File: src/rtl/pulse_ctrl.sv
// pulse_ctrl: beat-interval supervisor for a period-averaging datapath.
// Measures ticks between beats, discards artifact beats that come too soon,
// drives the clear/shift strobes of the period counter and the 4-deep period
// chain, and flags loss of signal when no beat arrives within MAX ticks.
module pulse_ctrl #(
   parameter int W      = 6,
   parameter int MIN_PD = 12
) (
   input  logic       clk,
   input  logic       rst,
   input  logic       beat,
   input  logic       tick,
   output logic       pd_clr,
   output logic       shift_en,
   output logic [2:0] nsamp,
   output logic       avg_valid,
   output logic       timeout,
   output logic       reject
);

   typedef enum logic [1:0] {
      S_IDLE  = 2'd0,
      S_ARM   = 2'd1,
      S_TRACK = 2'd2,
      S_LOST  = 2'd3
   } state_t;

   localparam logic [W-1:0] IVL_MAX  = {W{1'b1}};
   localparam logic [W-1:0] IVL_MIN  = W'(MIN_PD);
   localparam logic [2:0]   NSAMP_FULL = 3'd4;

   state_t       state_q, state_d;
   logic [W-1:0] ivl_q, ivl_d;
   logic [2:0]   nsamp_q, nsamp_d;
   logic         pd_clr_q, pd_clr_d;
   logic         shift_en_q, shift_en_d;
   logic         reject_q, reject_d;
   logic         avg_valid_q, avg_valid_d;
   logic         timeout_q, timeout_d;

   logic         beat_ok;
   logic         ivl_at_max;
   logic [W-1:0] ivl_inc;
   logic [2:0]   nsamp_inc;

   // Interval helpers: judge the beat against the pre-increment count,
   // saturate the count at MAX and the sample count at 4.
   always_comb begin
      ivl_at_max = (ivl_q == IVL_MAX);
      beat_ok    = (ivl_q >= IVL_MIN);
      ivl_inc    = ivl_at_max ? ivl_q : ivl_q + {{(W-1){1'b0}}, 1'b1};
      nsamp_inc  = (nsamp_q >= NSAMP_FULL) ? NSAMP_FULL : nsamp_q + 3'd1;
   end

   // Next-state and registered-output logic; strobes default low every cycle.
   always_comb begin
      state_d    = state_q;
      ivl_d      = ivl_q;
      nsamp_d    = nsamp_q;
      timeout_d  = timeout_q;
      pd_clr_d   = 1'b0;
      shift_en_d = 1'b0;
      reject_d   = 1'b0;

      unique case (state_q)
         S_IDLE, S_LOST: begin
            // No period reference yet: a beat only starts a new measurement.
            ivl_d = '0;
            if (beat) begin
               pd_clr_d  = 1'b1;
               nsamp_d   = 3'd0;
               timeout_d = 1'b0;
               state_d   = S_ARM;
            end
         end

         S_ARM, S_TRACK: begin
            if (beat && beat_ok) begin
               // Accepted beat: the measured period is loaded into the chain
               // and the counters restart. Clearing beats a same-cycle tick.
               pd_clr_d   = 1'b1;
               shift_en_d = 1'b1;
               ivl_d      = '0;
               nsamp_d    = nsamp_inc;
               if (nsamp_inc == NSAMP_FULL) begin
                  state_d = S_TRACK;
               end
            end else if (!beat && ivl_at_max) begin
               // Interval overflow without a beat: signal lost.
               state_d   = S_LOST;
               timeout_d = 1'b1;
               nsamp_d   = 3'd0;
               ivl_d     = '0;
            end else begin
               // Artifact beat (too soon) is flagged but otherwise ignored,
               // so the interval keeps counting from the last accepted beat.
               if (beat) begin
                  reject_d = 1'b1;
               end
               if (tick) begin
                  ivl_d = ivl_inc;
               end
            end
         end

         default: begin
            state_d = S_IDLE;
            ivl_d   = '0;
         end
      endcase

      avg_valid_d = (state_d == S_TRACK);
   end

   // State and output registers, cleared asynchronously by rst.
   always_ff @(posedge clk or posedge rst) begin
      if (rst) begin
         state_q     <= S_IDLE;
         ivl_q       <= '0;
         nsamp_q     <= 3'd0;
         pd_clr_q    <= 1'b0;
         shift_en_q  <= 1'b0;
         reject_q    <= 1'b0;
         avg_valid_q <= 1'b0;
         timeout_q   <= 1'b0;
      end else begin
         state_q     <= state_d;
         ivl_q       <= ivl_d;
         nsamp_q     <= nsamp_d;
         pd_clr_q    <= pd_clr_d;
         shift_en_q  <= shift_en_d;
         reject_q    <= reject_d;
         avg_valid_q <= avg_valid_d;
         timeout_q   <= timeout_d;
      end
   end

   assign pd_clr    = pd_clr_q;
   assign shift_en  = shift_en_q;
   assign reject    = reject_q;
   assign nsamp     = nsamp_q;
   assign avg_valid = avg_valid_q;
   assign timeout   = timeout_q;

endmodule

File: config.mk
export PLATFORM = sky130hd
export DESIGN_NAME = pulse_ctrl
export DESIGN_NICKNAME = d
export VERILOG_FILES = /design/src/rtl/pulse_ctrl.sv
export SDC_FILE = /design/constraint.sdc
export NUM_CORES = 1
export LEC_CHECK = 0
export CAP_MARGIN = 20
export CELL_PAD_IN_SITES_DETAIL_PLACEMENT = 0
export CELL_PAD_IN_SITES_GLOBAL_PLACEMENT = 2
export CORE_MARGIN = 10
export CORE_UTILIZATION = 34
export CTS_BUF_LIST = sky130_fd_sc_hd__clkbuf_2
export DETAILED_ROUTE_END_ITERATION = 12
export PLACE_DENSITY_LB_ADDON = 0.1
export SLEW_MARGIN = 0
export SYNTH_ARGS = -nofsm -noshare
export SYNTH_HDL_FRONTEND = slang
export SYNTH_SLANG_ARGS = --single-unit
File: constraint.sdc
create_clock -name clk -period 1.9 [get_ports clk]
set_clock_uncertainty 0.05 [all_clocks]
set_input_delay 0.38 -clock clk [delete_from_list [all_inputs] [get_ports clk]]
set_output_delay 0.38 -clock clk [all_outputs]
set_load 0.005 [all_outputs]
==> results.toml, run 1 <==
[run_status]
status = "finished clean"

[clocking]
cts_num_sinks = 16
ctsHoldBuffers = 0
cts-root-buf = "clkbuf_2"
clock_latency_ns = 0.29
htreeDepth = 1
post-cts-setup-buffer-count = 0
cts_tree = "yes"
clk_path_buf_depth = 2
clk_pin_slew_ns = 0.17
cts_resized = 0
cts_buffers = 3

[timing]
finalSetupViolations = 0
fin_crit_sh = 0.900
tightest_slew_ns = 0.347
period_needed_ns = 1.71
slew_headroom = 0.767
holdWs_ns = 0.312
max_freq_mhz = 585
final.setup.tns_ns = 0
rsz0062_at_grt = "false"
worst_slack_ns = 0.190
slew_viol_final = 0
hold_viol_final = 0

[route]
routedWlPerCell_um = 13.6
via_per_inst = 4.81
drc_errors = 0
postRouteAntennaNets = 0
drt_first_pass_iters = 3
drtIter0Drc = 30
routed_wl_um = 1750
vias = 621

[grt]
grt-busiest-layer = "met2"
grt_use_total = 0.0830
grtUsageMet1 = 0.0943
antenna_found_initial = 0
grt_max_degree = 17
grt_pass1_wl_um = 2980
grt_overflow = 0
grt_pass1_vias = 661
use_met3 = 0.0225
use_met2 = 0.138

[place]
dp.final_hpwl_um = 1340
gp_congestion = 0.747
pre_cts_ws_ns = 0.239
placed_area_um2 = 980
portBuffers = 11

[die]
die_area_um2 = 4740
boundaryPins = 12
initial_core_util = 0.364
rows = 17
chipHeight_um = 68.9
dieWidth_um = 68.9
coreArea_um2 = 2230

[critical_path]
cp_max_fo = 5
cp_data_arrival_time_ns = 1.28
reg2reg_from = "ivl_q[0]$_DFFE_PP0P_"
cp_data_required_time_ns = 1.47
worst-path-buf-inv = 1
cpPeakStageDelay_ns = 0.53
path_delay_family = "buffers and inverters"
startpoint_type = "flip-flop"
r2r_end = "nsamp[1]$_DFFE_PP0P_"
critPathKind = "flip-flop to output port"
endpoint_kind = "output port"
path_cells = "clkdlybuf4s50_1"
slowest_stage = "clkdlybuf4s50_1"
r2r_setup_slack_ns = 0.23
reg2regPathDepth = 5

[worst_hold_path]
hp-class = "input pin to async pin"

[power_and_ir_drop]
power_density_nw_per_um2 = 614
ir_drop_v = 0.000269
p_leak_uw = 0.000486
total_power_uw = 613

[logic_synthesis]
yosysUniqueCellTypes = 29
synthesis.nets = 92
synth-seq-area-share = 0.493
yosysWarnings = 0
synth_seq_cells = 16
synth_area_um2 = 812
synth_area_per_cell_um2 = 9.67
synthCells = 84

[finish]
insertedDiodeCount = 0
finish.net_count = 110
design_area_um2 = 998
area_delta_synth_final_pct = 23.0
drive_gt1_frac = 0.0891

[job]
cap_violations = 0
[registers in the layout (all words and copies together), names as in the netlist]
signal     flops
pd_clr         1
reject         1
avg_valid      1
nsamp          3
timeout        1
ivl_q          6
state_q        2
shift_en       1
[power by group]
| part | switching, uW | internal [uW] |
|---|---|---|
| Sequential | 18.6 | 356 |
| Combinational | 41.4 | 41.0 |
| Clock | 110 | 45.8 |
| Total | 170 | 443 |
[cells in the final DEF (no fill, tap or decap), types with 2 or more instances in the layout]
master            n
dfrtp_1          16
clkdlybuf4s50_1  11
inv_1             9
nor2_1            8
nand3_1           6
nand2_1           6
a21oi_1           5
ha_1              4
buf_4             4
o21a_1            3
xor2_1            3
clkbuf_2          3
and3_1            2
o21ai_0           2
xnor2_1           2
[worst max path at each step]
stage / from / end / slack (ns) / cells past startpoint
CTS: nsamp[2]$_DFFE_PP0P_ / nsamp[2] / 0.16 / 1
detailed placement: ivl_q[0]$_DFFE_PP0P_ / nsamp[1]$_DFFE_PP0P_ / 0.24 / 5
floorplan: ivl_q[0]$_DFFE_PP0P_ / nsamp[1]$_DFFE_PP0P_ / 0.37 / 5
global placement: beat / nsamp[0]$_DFFE_PP0P_ / 0.26 / 4
global route: nsamp[0]$_DFFE_PP0P_ / nsamp[0] / 0.11 / 1
finish: nsamp[2]$_DFFE_PP0P_ / nsamp[2] / 0.19 / 1
[worst min-delay path, stage by stage]
cell and delay (ns):
clkdlybuf4s50_1 0.39, inv_1 0.05, buf_4 0.23
[through the flow]
step | std cells | util
final | 129 | 0.447
after global routing | 129 | 0.447
after CTS | 129 | 0.447
after detailed placement | 125 | 0.439
after global placement | 125 | 0.439
after floorplan | 84 | -
[per-layer routing]
| layer | up-vias | wire length [um] |
|---|---|---|
| li1 | 324 | - |
| met1 | 290 | 827 |
| met3 | 2 | 49 |
| met2 | 5 | 857 |
| met4 | 0 | 17 |
| met5 | - | 0 |
[kinds of logic after synthesis]
family | share of synthesized area
fa+ha+maj | 0.0616
compound gates | 0.174
flops | 0.493
simple gates | 0.166
buf+inv | 0.0508
xor+xnor | 0.0539
[synth_stat cells]
cell,count,area share
o31ai_1,1,0.0092
o211ai_1,1,0.0092
ha_1,4,0.062
a22oi_1,1,0.0092
nor2b_1,1,0.0077
nand4_1,1,0.0077
a211o_1,1,0.011
and3_1,2,0.015
xor2_1,3,0.032
nor2_1,8,0.037
clkbuf_1,2,0.0092
xnor2_1,2,0.022
inv_1,9,0.042
nand3_1,6,0.037
or3_1,1,0.0077
a21o_2,1,0.011
nor3b_1,1,0.0092
o221ai_1,1,0.011
nand2_1,6,0.028
o21ai_2,1,0.011
a21oi_1,5,0.031
o32ai_1,1,0.011
a211oi_1,1,0.0092
o21a_1,3,0.028
o21ai_0,2,0.012
o211a_1,1,0.012
nor3_1,1,0.0062
dfrtp_1,16,0.49
and3b_1,1,0.011
[area by class of cell]
cell class	instances	area (um2)
fill	234	1230
sequential	16	400
multi-input combinational	57	370
timing repair buffer	15	140
tap	28	35.0
inverter	9	33.8
clock buffer	3	15.0
clock inverter	1	3.75
Note: power is estimated with default switching activity, not from simulation.
==> run 2: changes to the inputs <==
--- a/config.mk
+++ b/config.mk
@@ -8,7 +8,7 @@
 export CAP_MARGIN = 20
 export CELL_PAD_IN_SITES_DETAIL_PLACEMENT = 0
 export CELL_PAD_IN_SITES_GLOBAL_PLACEMENT = 2
-export CORE_MARGIN = 10
+export CORE_MARGIN = 2
 export CORE_UTILIZATION = 34
 export CTS_BUF_LIST = sky130_fd_sc_hd__clkbuf_2
 export DETAILED_ROUTE_END_ITERATION = 12
==> run 2 against run 1 <==
- worst hold slack improved by 0.0066 ns
- clock power about the same
- via count increased by 1.1%
- clock-buffer cell count unchanged
- final cell count down 0.78%
- critical path type unchanged
- largest power group unchanged
==> results.toml, run 2 (same netlist as run 1, synthesis figures left out) <==
[grt]
grt_pass1_wl_um = 2550
grt_max_degree = 17
grt_pass1_vias = 589
grt_use_total = 0.125
antenna_found_initial = 0
grt_overflow = 0

[place]
place_inst = 124
dp.final_hpwl_um = 1170
gp_congestion = 0.689
portBuffers = 11

[die]
rows = 17
die_area_um2 = 2800
boundaryPins = 12
coreArea_um2 = 2230
initial_core_util = 0.364
dieWidth_um = 52.9
chipHeight_um = 52.9

[timing]
tightest_slew_ns = 0.316
final.setup.tns_ns = 0
fin_crit_sh = 0.891
slew_viol_final = 0
hold_viol_final = 0
max_freq_mhz = 591
slew_headroom = 0.788
period_needed_ns = 1.69
finalSetupViolations = 0
rsz0062_at_grt = "false"

[finish]
final_common_cell = "dfrtp_1"
largest_reg_flops = 6
final_cells = 128
final_util = 0.444
drive_gt1_frac = 0.0800
multi_input_area_um2 = 370
regMostFlops = "ivl_q"
finish.net_count = 109
regArea_um2 = 400
fill_cells = 222
area_delta_synth_final_pct = 22.0
insertedDiodeCount = 0
final_cell_mix = "dfrtp_1, clkdlybuf4s50_1, inv_1"

[clocking]
cts_tree = "yes"
clk_pin_slew_ns = 0.16
cts-root-buf = "clkbuf_2"
ctsHoldBuffers = 0
cts_num_sinks = 16
clock_latency_ns = 0.29
cts_buffers = 3
cts_resized = 0
post-cts-setup-buffer-count = 0
htreeDepth = 1
clk_path_buf_depth = 2

[worst_hold_path]
hp-class = "input pin to async pin"

[route]
via_per_inst = 4.91
drtIter0Drc = 15
postRouteAntennaNets = 0
routedWlPerCell_um = 11.8
drt_first_pass_iters = 4
vias = 628
drc_errors = 0
routed_wl_um = 1510

[power_and_ir_drop]
ir_drop_v = 0.000298
p_leak_uw = 0.000482
total_power_uw = 605
power_density_nw_per_um2 = 610

[critical_path]
critPathKind = "flip-flop to output port"
slowest_stage = "clkdlybuf4s50_1"
cpPeakStageDelay_ns = 0.53
cp_data_arrival_time_ns = 1.26
path_delay_family = "buffers and inverters"
cp_max_fo = 5
endpoint_kind = "output port"
cp_data_required_time_ns = 1.47
path_cells = "clkdlybuf4s50_1"
worst-path-buf-inv = 1
startpoint_type = "flip-flop"

[run_status]
status = "finished clean"

[job]
cap_violations = 0
run 2: area by class of cell:
type | count | area share
inverter | 9 | 0.0341
clock inverter | 1 | 0.00379
clock buffer | 3 | 0.0152
sequential | 16 | 0.404
tap | 28 | 0.0354
timing repair buffer | 14 | 0.134
multi-input combinational | 57 | 0.374
run 2: per-layer routing:
| metal | share of wire | global-route usage | vias to the layer above |
|---|---|---|---|
| met5 | 0 | 0 | - |
| met4 | 0.014 | 0.0641 | 0 |
| met3 | 0.020 | 0.0254 | 4 |
| met2 | 0.49 | 0.198 | 7 |
| met1 | 0.47 | 0.161 | 298 |
| li1 | - | - | 319 |
run 2: report_power, final:
group | switching, uW | total, uW | internal (uW)
clock network | 106 | 152 | 45.7
logic | 40.4 | 79.6 | 39.2
registers | 17.3 | 374 | 356
run 2: final timing paths:
kind	slack (ns)	startpoint	cells past startpoint	endpoint
worst max-delay path	0.21	nsamp[2]$_DFFE_PP0P_	1	nsamp[2]
worst min-delay path	0.32	rst	3	nsamp[0]$_DFFE_PP0P_
worst max register to register	0.22	ivl_q[0]$_DFFE_PP0P_	5	nsamp[1]$_DFFE_PP0P_
worst min register to register	0.44	timeout$_DFFE_PP0P_	2	timeout$_DFFE_PP0P_
max in group asynchronous	1.29	rst	3	timeout$_DFFE_PP0P_
min in group clk	0.44	timeout$_DFFE_PP0P_	2	timeout$_DFFE_PP0P_
run 2: stage by stage:
step | hold WS, ns | area [um2] | setup slack, ns
global route | 0.325 | 991 | 0.0998
detailed placement | 0.417 | 972 | 0.241
finish | 0.318 | 991 | 0.207
global placement | 0.414 | 972 | 0.254
floorplan | 0.244 | 812 | 0.370
CTS | 0.313 | 991 | 0.184
